<file path="src/rtl/hc85_comparator.sv">
// Registered 4-bit magnitude comparator with cascade inputs (74HC85 behaviour).
// Q1/Q2/Q3 = A>B / A=B / A<B, updated one clock after the inputs are presented.
module hc85_comparator (
    input  logic clk,
    input  logic rst,
    input  logic A3,
    input  logic A2,
    input  logic A1,
    input  logic A0,
    input  logic B3,
    input  logic B2,
    input  logic B1,
    input  logic B0,
    input  logic I1,
    input  logic I2,
    input  logic I3,
    output logic Q1,
    output logic Q2,
    output logic Q3
);

    logic [3:0] w_a;
    logic [3:0] w_b;
    logic [2:0] w_res;
    logic       w_decided;
    logic [2:0] r_q;

    assign w_a = {A3, A2, A1, A0};
    assign w_b = {B3, B2, B1, B0};

    always_comb begin
        w_res     = '0;
        w_decided = 1'b0;
        // Scan MSB first; the first differing bit settles the result.
        for (int unsigned k = 0; k < 4; k++) begin
            if (!w_decided && (w_a[3 - k] != w_b[3 - k])) begin
                w_decided = 1'b1;
                w_res     = w_a[3 - k] ? 3'b100 : 3'b001;
            end
        end
        if (!w_decided) begin
            if (I2) begin
                w_res = 3'b010;
            end else begin
                case ({I1, I3})
                    2'b10:   w_res = 3'b100;
                    2'b01:   w_res = 3'b001;
                    2'b11:   w_res = 3'b000;
                    default: w_res = 3'b101;
                endcase
            end
        end
    end

    always_ff @(posedge clk) begin
        if (rst) begin
            r_q <= '0;
        end else begin
            r_q <= w_res;
        end
    end

    assign {Q1, Q2, Q3} = r_q;

endmodule

</file>
<file path="config.mk">
export PLATFORM = sky130hd
export DESIGN_NAME = hc85_comparator
export DESIGN_NICKNAME = d
export VERILOG_FILES = /design/src/rtl/hc85_comparator.sv
export SDC_FILE = /design/constraint.sdc
export NUM_CORES = 1
export LEC_CHECK = 0
export CORE_AREA = 4 4 41 43
export CTS_CLUSTER_DIAMETER = 60
export DETAILED_ROUTE_END_ITERATION = 12
export DIE_AREA = 0 0 45 47
export PLACE_DENSITY = 0.48
export SYNTH_ARGS = -nofsm -noshare
export SYNTH_HDL_FRONTEND = slang
export SYNTH_SLANG_ARGS = --single-unit
</file>
<file path="constraint.sdc">
create_clock -name clk -period 1.7 [get_ports clk]
set_input_delay 0.51 -clock clk [delete_from_list [all_inputs] [get_ports clk]]
set_output_delay 0.51 -clock clk [all_outputs]
set_load 0.05 [all_outputs]
</file>
==> summary.txt, run 1 <==
Final layout
  – Register with the most flip-flops: r_q
  – Number of nets in the layout: 69
  – Share of final-layout standard cells stronger than drive strength 1: 0.283
  – Largest register FFs: 3
  – Cell area after layout: around 510 µm²
  – Layout fillers: 151
  – Syn-to-layout area delta: 124%
  – Top Registers: r_q (3)
  – Number of diodes: 0

Outcome
  – Outcome: complete, no violations

Logic synthesis
  – Synthesized flop and latch total: 3
  – Cells after synthesis: 28
  – Netlist area before placement: between 200 and 250 µm²
  – Mapped Nets: 43
  – Sequential element share of the synthesized area: 0.265
  – Count of unique library cells instantiated by Yosys: 16
  – Mean post-synth cell area: a little over 8 µm²
  – Yosys warning count: 0

Setup path
  – Worst setup startpoint: A2
  – Type of the worst setup path: in -> reg
  – Biggest fanout along the worst timing path: 3
  – CP endpoint kind: register
  – Type of element launching the critical path: input pin
  – Data required time at the worst endpoint: roughly 1800 ps
  – Critical path arrival: 1600 ps

Timing
  – Unrepaired setup endpoints after global routing: false
  – Fin. max-slew vios: 0
  – Final-report hold violation count: 0
  – Max transition margin: 0.861
  – Fmax achieved: slightly below 700 MHz
  – Transition at the pin with the smallest max-transition slack: between 200 and 250 ps
  – Minimum period implied by the final worst setup slack: between 1000 and 1500 ps
  – Post-Route Hold Slack: between 900 and 1000 ps
  – Final Cycle Share: 0.871
  – Sum of negative setup slack: 0 ps
  – Number of setup violations in the final report: 0
  – Worst Setup Slack, final: around 220 ps

Floorplan
  – Die width: roughly 45 µm
  – Number of top-level pins: 16
  – Area of the die: 0.00212 mm²
  – Chip height: between 40 and 50 µm
  – Effective utilization at floorplan: 0.174
  – Core Footprint: 0.00130 mm²
  – Number of placement rows: 13

Pwr
  – Leakage power figure: between 0.0002 and 0.00025 µW
  – IR drop worst, VDD: just under 0.2 mV
  – Power after layout: 321 µW
  – Power density cells: roughly 630 mW/mm²

Placed design
  – Global placer's final weighted congestion: between 0.7 and 0.8
  – Cell Area, Placed: 470 µm²
  – Worst setup timing slack at the placement stage: -324 ps
  – Number of port buffers: 15
  – HPWL after detailed placement: between 400 and 500 µm

GRT
  – Global Route Usage Sum: 0.0631
  – Vias in the first global route: roughly 270
  – Overflow left after global routing: 0
  – Number of antenna violations at the first check in global routing: 0
  – Global-route wire length before repair: roughly 940 µm
  – Maximum number of pins on one net before global-route repair: 4

Hold path
  – Number of cells on the worst hold path: 5
  – Start point of the worst hold path: A3
  – Worst Hold Endpoint: r_q[2]
  – Worst hold-check path type: in -> reg

Route
  – Iter 0 DRT Violations: 1
  – Average via count per standard cell: approximately 4
  – Avg WL per Cell: approximately 8.5 µm
  – First drt pass iteration count: 2
  – Overall via count from detail_route: ~270
  – Residual DRC count: 0
  – DRT antenna net count: 0
  – Total detailed-routing wirelength: roughly 580 µm

Clocking
  – Inserted Clock Buffers: 3
  – Maximum count of clock buffers along a single path: 2
  – H-tree Lvls: 1
  – Hold buffer count at cts: 0
  – Clock-pin slew on the worst setup and hold paths: roughly 40 ps
  – Master cell of the clock root buffer: sky130_fd_sc_hd__clkbuf_4
  – Number of clock sinks: 3
  – TritonCTS clock tree: yes

Run
  – Total of max-cap violations: 0
## how the worst max path moves through the flow
| stage | slack (ps) | cells after the start | to |
|---|---|---|---|
| 2_1_floorplan | 230 | 6 | r_q[2] |
| 3_3_place_gp | -340 | 7 | r_q[2] |
| 3_5_place_dp | -320 | 7 | r_q[2] |
| 4_1_cts | 220 | 5 | r_q[2] |
| 5_1_grt | 140 | 5 | r_q[2] |
| 6_report | 220 | 5 | r_q[2] |
## cells in the final DEF, fill, tap and decap left out
master                            synthesis  final
sky130_fd_sc_hd__clkbuf_4                 0      3
sky130_fd_sc_hd__inv_2                    0      1
sky130_fd_sc_hd__nand3_1                  1      1
sky130_fd_sc_hd__nand2_1                  1      1
sky130_fd_sc_hd__and4_1                   1      1
sky130_fd_sc_hd__ha_4                     0      1
sky130_fd_sc_hd__xnor2_1                  1      1
sky130_fd_sc_hd__a32oi_1                  1      1
sky130_fd_sc_hd__buf_4                    0      6
sky130_fd_sc_hd__o21ai_0                  3      3
sky130_fd_sc_hd__dlygate4sd2_1            0      2
sky130_fd_sc_hd__maj3_1                   1      1
sky130_fd_sc_hd__and4b_4                  1      1
sky130_fd_sc_hd__clkdlybuf4s50_1          0     10
sky130_fd_sc_hd__o21ai_1                  1      1
sky130_fd_sc_hd__dfxtp_1                  3      3
sky130_fd_sc_hd__clkbuf_1                 0      1
sky130_fd_sc_hd__a21oi_1                  1      1
sky130_fd_sc_hd__inv_1                    3      2
sky130_fd_sc_hd__o31ai_1                  1      1
sky130_fd_sc_hd__buf_12                   0      3
sky130_fd_sc_hd__nand2b_1                 5      5
sky130_fd_sc_hd__nor2_1                   2      2
sky130_fd_sc_hd__ha_1                     2      1
## metrics by stage
stage               cells  utilization
finish                 68        0.389
global route           68        0.389
CTS                    68        0.389
detailed placement     64        0.362
global placement       64        0.362
floorplan              28            -
## layer usage
metal | share of wire | global-route usage
met4 | 0 | 0.0526
met2 | 0.51 | 0.116
met1 | 0.39 | 0.0544
met3 | 0.099 | 0.0230
met5 | 0 | 0
## cells by family (layout without fill, tap and decap cells)
| family | count (synthesis) | after routing | synth area share |
|---|---|---|---|
| and+or+nand+nor | 11 | 11 | 0.309 |
| buffers and inverters | 3 | 28 | 0.0497 |
| adders and majority gates | 3 | 3 | 0.155 |
| DFF | 3 | 3 | 0.265 |
| AOI/OAI and AO/OA | 7 | 7 | 0.182 |
| xor gates and xnor gates | 1 | 1 | 0.0387 |
## final cells by class
cell class | instances | area (µm²) | share of cell area
multi-input cells | 22 | 168 | 0.331
inverters | 3 | 11.3 | 0.0222
repair buffers | 21 | 223 | 0.440
flip-flops and latches | 3 | 60.1 | 0.119
well taps | 15 | 18.8 | 0.0370
clock buffers | 4 | 26.3 | 0.0519
## Yosys cell counts (all sizes together)
master,n,area share
and4,1,0.039
nor2,2,0.033
and4b,1,0.061
nand2,1,0.017
o31ai,1,0.033
nand2b,5,0.14
o21ai,4,0.088
dfxtp,3,0.27
a21oi,1,0.022
xnor2,1,0.039
ha,2,0.11
maj3,1,0.044
nand3,1,0.022
a32oi,1,0.039
inv,3,0.050
## critical path, stage by stage
cell                              delay (ps)
sky130_fd_sc_hd__clkdlybuf4s50_1         450
sky130_fd_sc_hd__xnor2_1                 150
sky130_fd_sc_hd__and4b_4                 210
sky130_fd_sc_hd__a32oi_1                 200
sky130_fd_sc_hd__o21ai_1                  80
## what timing repair did
item	in CTS	in global routing
endpoints found under the setup margin	3	0
buffers inserted	0	0
gates resized for setup	4	0
## power by group
group          internal (µW)  total, µW  switching [µW]
clock                   88.0        125            36.8
combinational           69.6        116            46.2
sequential              76.2       80.2            4.04
total                    234        321            87.1
Power figures use the tool's default switching activity.
==> inputs of run 2 (changes only) <==
==> constraint.sdc (replaced) <==
create_clock -name clk -period 1.7 [get_ports clk]
set_input_delay 0.51 -clock clk [delete_from_list [all_inputs] [get_ports clk]]
set_output_delay 0.51 -clock clk [all_outputs]
set_load 0.02 [all_outputs]
==> summary.txt, run 2 (synthesis gave the netlist of run 1 again) <==
GRT
  – Global-route track usage on met2: 0.0989
  – Overflow left after global routing: 0
  – Peak-usage layer in the global routing report: met2
  – Met1 GRT Util: 0.0636
  – Vias in the first global route: approximately 240
  – Global-route wire length before repair: 897 µm
  – Global-route track usage on met3: 0.0230
  – Number of antenna violations at the first check in global routing: 0
  – Maximum number of pins on one net before global-route repair: 4
  – Global Route Usage Sum: 0.0592

Pwr
  – Power density cells: just over 600 mW/mm²
  – Leakage power figure: between 0.00015 and 0.0002 µW
  – Share of power burned in the clock network: 0.416
  – IR drop worst, VDD: approximately 0.17 mV
  – Cell Int Power: around 220 µW
  – Power after layout: between 200 and 300 µW
  – Total net switching power: between 60 and 70 µW
  – Part of the power in registers: 0.264
  – Fraction of power consumed by combinational cells: 0.319
  – Net switching fraction of the power: 0.238

Setup path
  – CP peak stage delay: about 600 ps
  – Critical path arrival: 1120 ps
  – Ordered list of cells on the worst path: clkdlybuf4s50_1
  – Cell class contributing the biggest share of worst-path delay: buffers and inverters
  – Biggest fanout along the worst timing path: 1
  – WP buf/inv: 1
  – Type of element launching the critical path: register
  – Critical-path cell with the highest stage delay: sky130_fd_sc_hd__clkdlybuf4s50_1
  – Type of the worst setup path: reg -> out
  – CP endpoint kind: primary output
  – Data required time at the worst endpoint: 1190 ps

Timing
  – Fmax achieved: 614 MHz
  – Unrepaired setup endpoints after global routing: false
  – Final-report hold violation count: 0
  – Transition at the pin with the smallest max-transition slack: 210 ps
  – Post-Route Hold Slack: approximately 900 ps
  – Fin. max-slew vios: 0
  – Number of setup violations in the final report: 0
  – Final Cycle Share: 0.959
  – Max transition margin: 0.860
  – Minimum period implied by the final worst setup slack: about 1600 ps

Floorplan
  – Number of placement rows: 13
  – Effective utilization at floorplan: 0.174
  – Die width: about 45 µm
  – Number of top-level pins: 16
  – Core Footprint: ~0.0013 mm²
  – Area of the die: 0.00212 mm²
  – Chip height: around 47 µm

Clocking
  – Master cell of the clock root buffer: sky130_fd_sc_hd__clkbuf_4
  – Number of clock sinks: 3
  – Post CTS Setup Buffer Count: 0
  – TritonCTS clock tree: yes
  – Quantity of gates resized following cts: 4
  – H-tree Lvls: 1
  – Maximum count of clock buffers along a single path: 2
  – Inserted Clock Buffers: 3
  – Clock-pin slew on the worst setup and hold paths: around 40 ps
  – Hold buffer count at cts: 0

Route
  – Residual DRC count: 0
  – Avg WL per Cell: roughly 8.1 µm
  – Total detailed-routing wirelength: ~550 µm
  – Average via count per standard cell: ~4
  – DRT antenna net count: 0
  – First drt pass iteration count: 4
  – Overall via count from detail_route: about 270
  – Iter 0 DRT Violations: 1

Outcome
  – Outcome: complete, no violations

Final layout
  – Largest register FFs: 3
  – Number of nets in the layout: 69
  – Syn-to-layout area delta: 110%
  – Register with the most flip-flops: r_q
  – Layout fillers: between 100 and 150
  – Number of diodes: 0
  – Most common cell after layout, fill and taps aside: sky130_fd_sc_hd__clkdlybuf4s50_1
  – Top Registers: r_q (3)
  – Leading cell types in the layout, fill and taps excluded: sky130_fd_sc_hd__clkdlybuf4s50_1 (13), sky130_fd_sc_hd__buf_4 (6), sky130_fd_sc_hd__nand2b_1 (5)
  – Share of final-layout standard cells stronger than drive strength 1: 0.226

Placed design
  – Number of port buffers: 15
  – HPWL after detailed placement: just under 500 µm
  – Global placer's final weighted congestion: approximately 0.7

Run
  – Total of max-cap violations: 0

Hold path
  – Worst hold-check path type: in -> reg
  – Start point of the worst hold path: A3
  – Number of cells on the worst hold path: 5
  – Worst Hold Endpoint: r_q[0]
run 2: how the worst max path moves through the flow:
stage | start | to | slack, ps | cells past startpoint
final | r_q[0] | Q3 | 70 | 1
after global routing | r_q[0] | Q3 | 30 | 1
after CTS | r_q[0] | Q3 | 60 | 1
after detailed placement | A3 | r_q[2] | -320 | 7
after global placement | A3 | r_q[2] | -330 | 7
after floorplan | A3 | r_q[2] | 230 | 6
run 2: cell type report:
class | instances | area, µm² | share of cell area
multi-input combinational | 22 | 168 | 0.352
sequential | 3 | 60.1 | 0.126
timing repair buffer | 21 | 193 | 0.404
clock buffer | 4 | 26.3 | 0.0551
tap | 15 | 18.8 | 0.0394
inverter | 3 | 11.3 | 0.0236
run 2: power groups by stage:
stage	combinational, µW	clock (µW)	sequential (µW)
global route	103	132	77.9
floorplan	27.2	0	85.1
CTS	93.9	127	77.3
finish	93.3	122	77.2
global placement	92.3	0	78.1
detailed placement	92.3	0	78.4
run 2: stage by stage:
step	setup slack (ps)	TNS [ps]	cells	cell area (µm²)	utilization
after floorplan	229	0	28	226	-
after global placement	-335	-869	64	440	0.338
after detailed placement	-319	-834	64	440	0.338
after CTS	55.1	0	68	477	0.366
after global routing	32.7	0	68	477	0.366
final	70.4	0	68	477	0.366
run 2: routing by layer:
| layer | vias up | routed length (µm) | part of all wire |
|---|---|---|---|
| li1 | 147 | - | - |
| met1 | 110 | 227 | 0.41 |
| met2 | 9 | 260 | 0.47 |
| met3 | 0 | 60 | 0.11 |
| met4 | 0 | 0 | 0 |
| met5 | - | 0 | 0 |
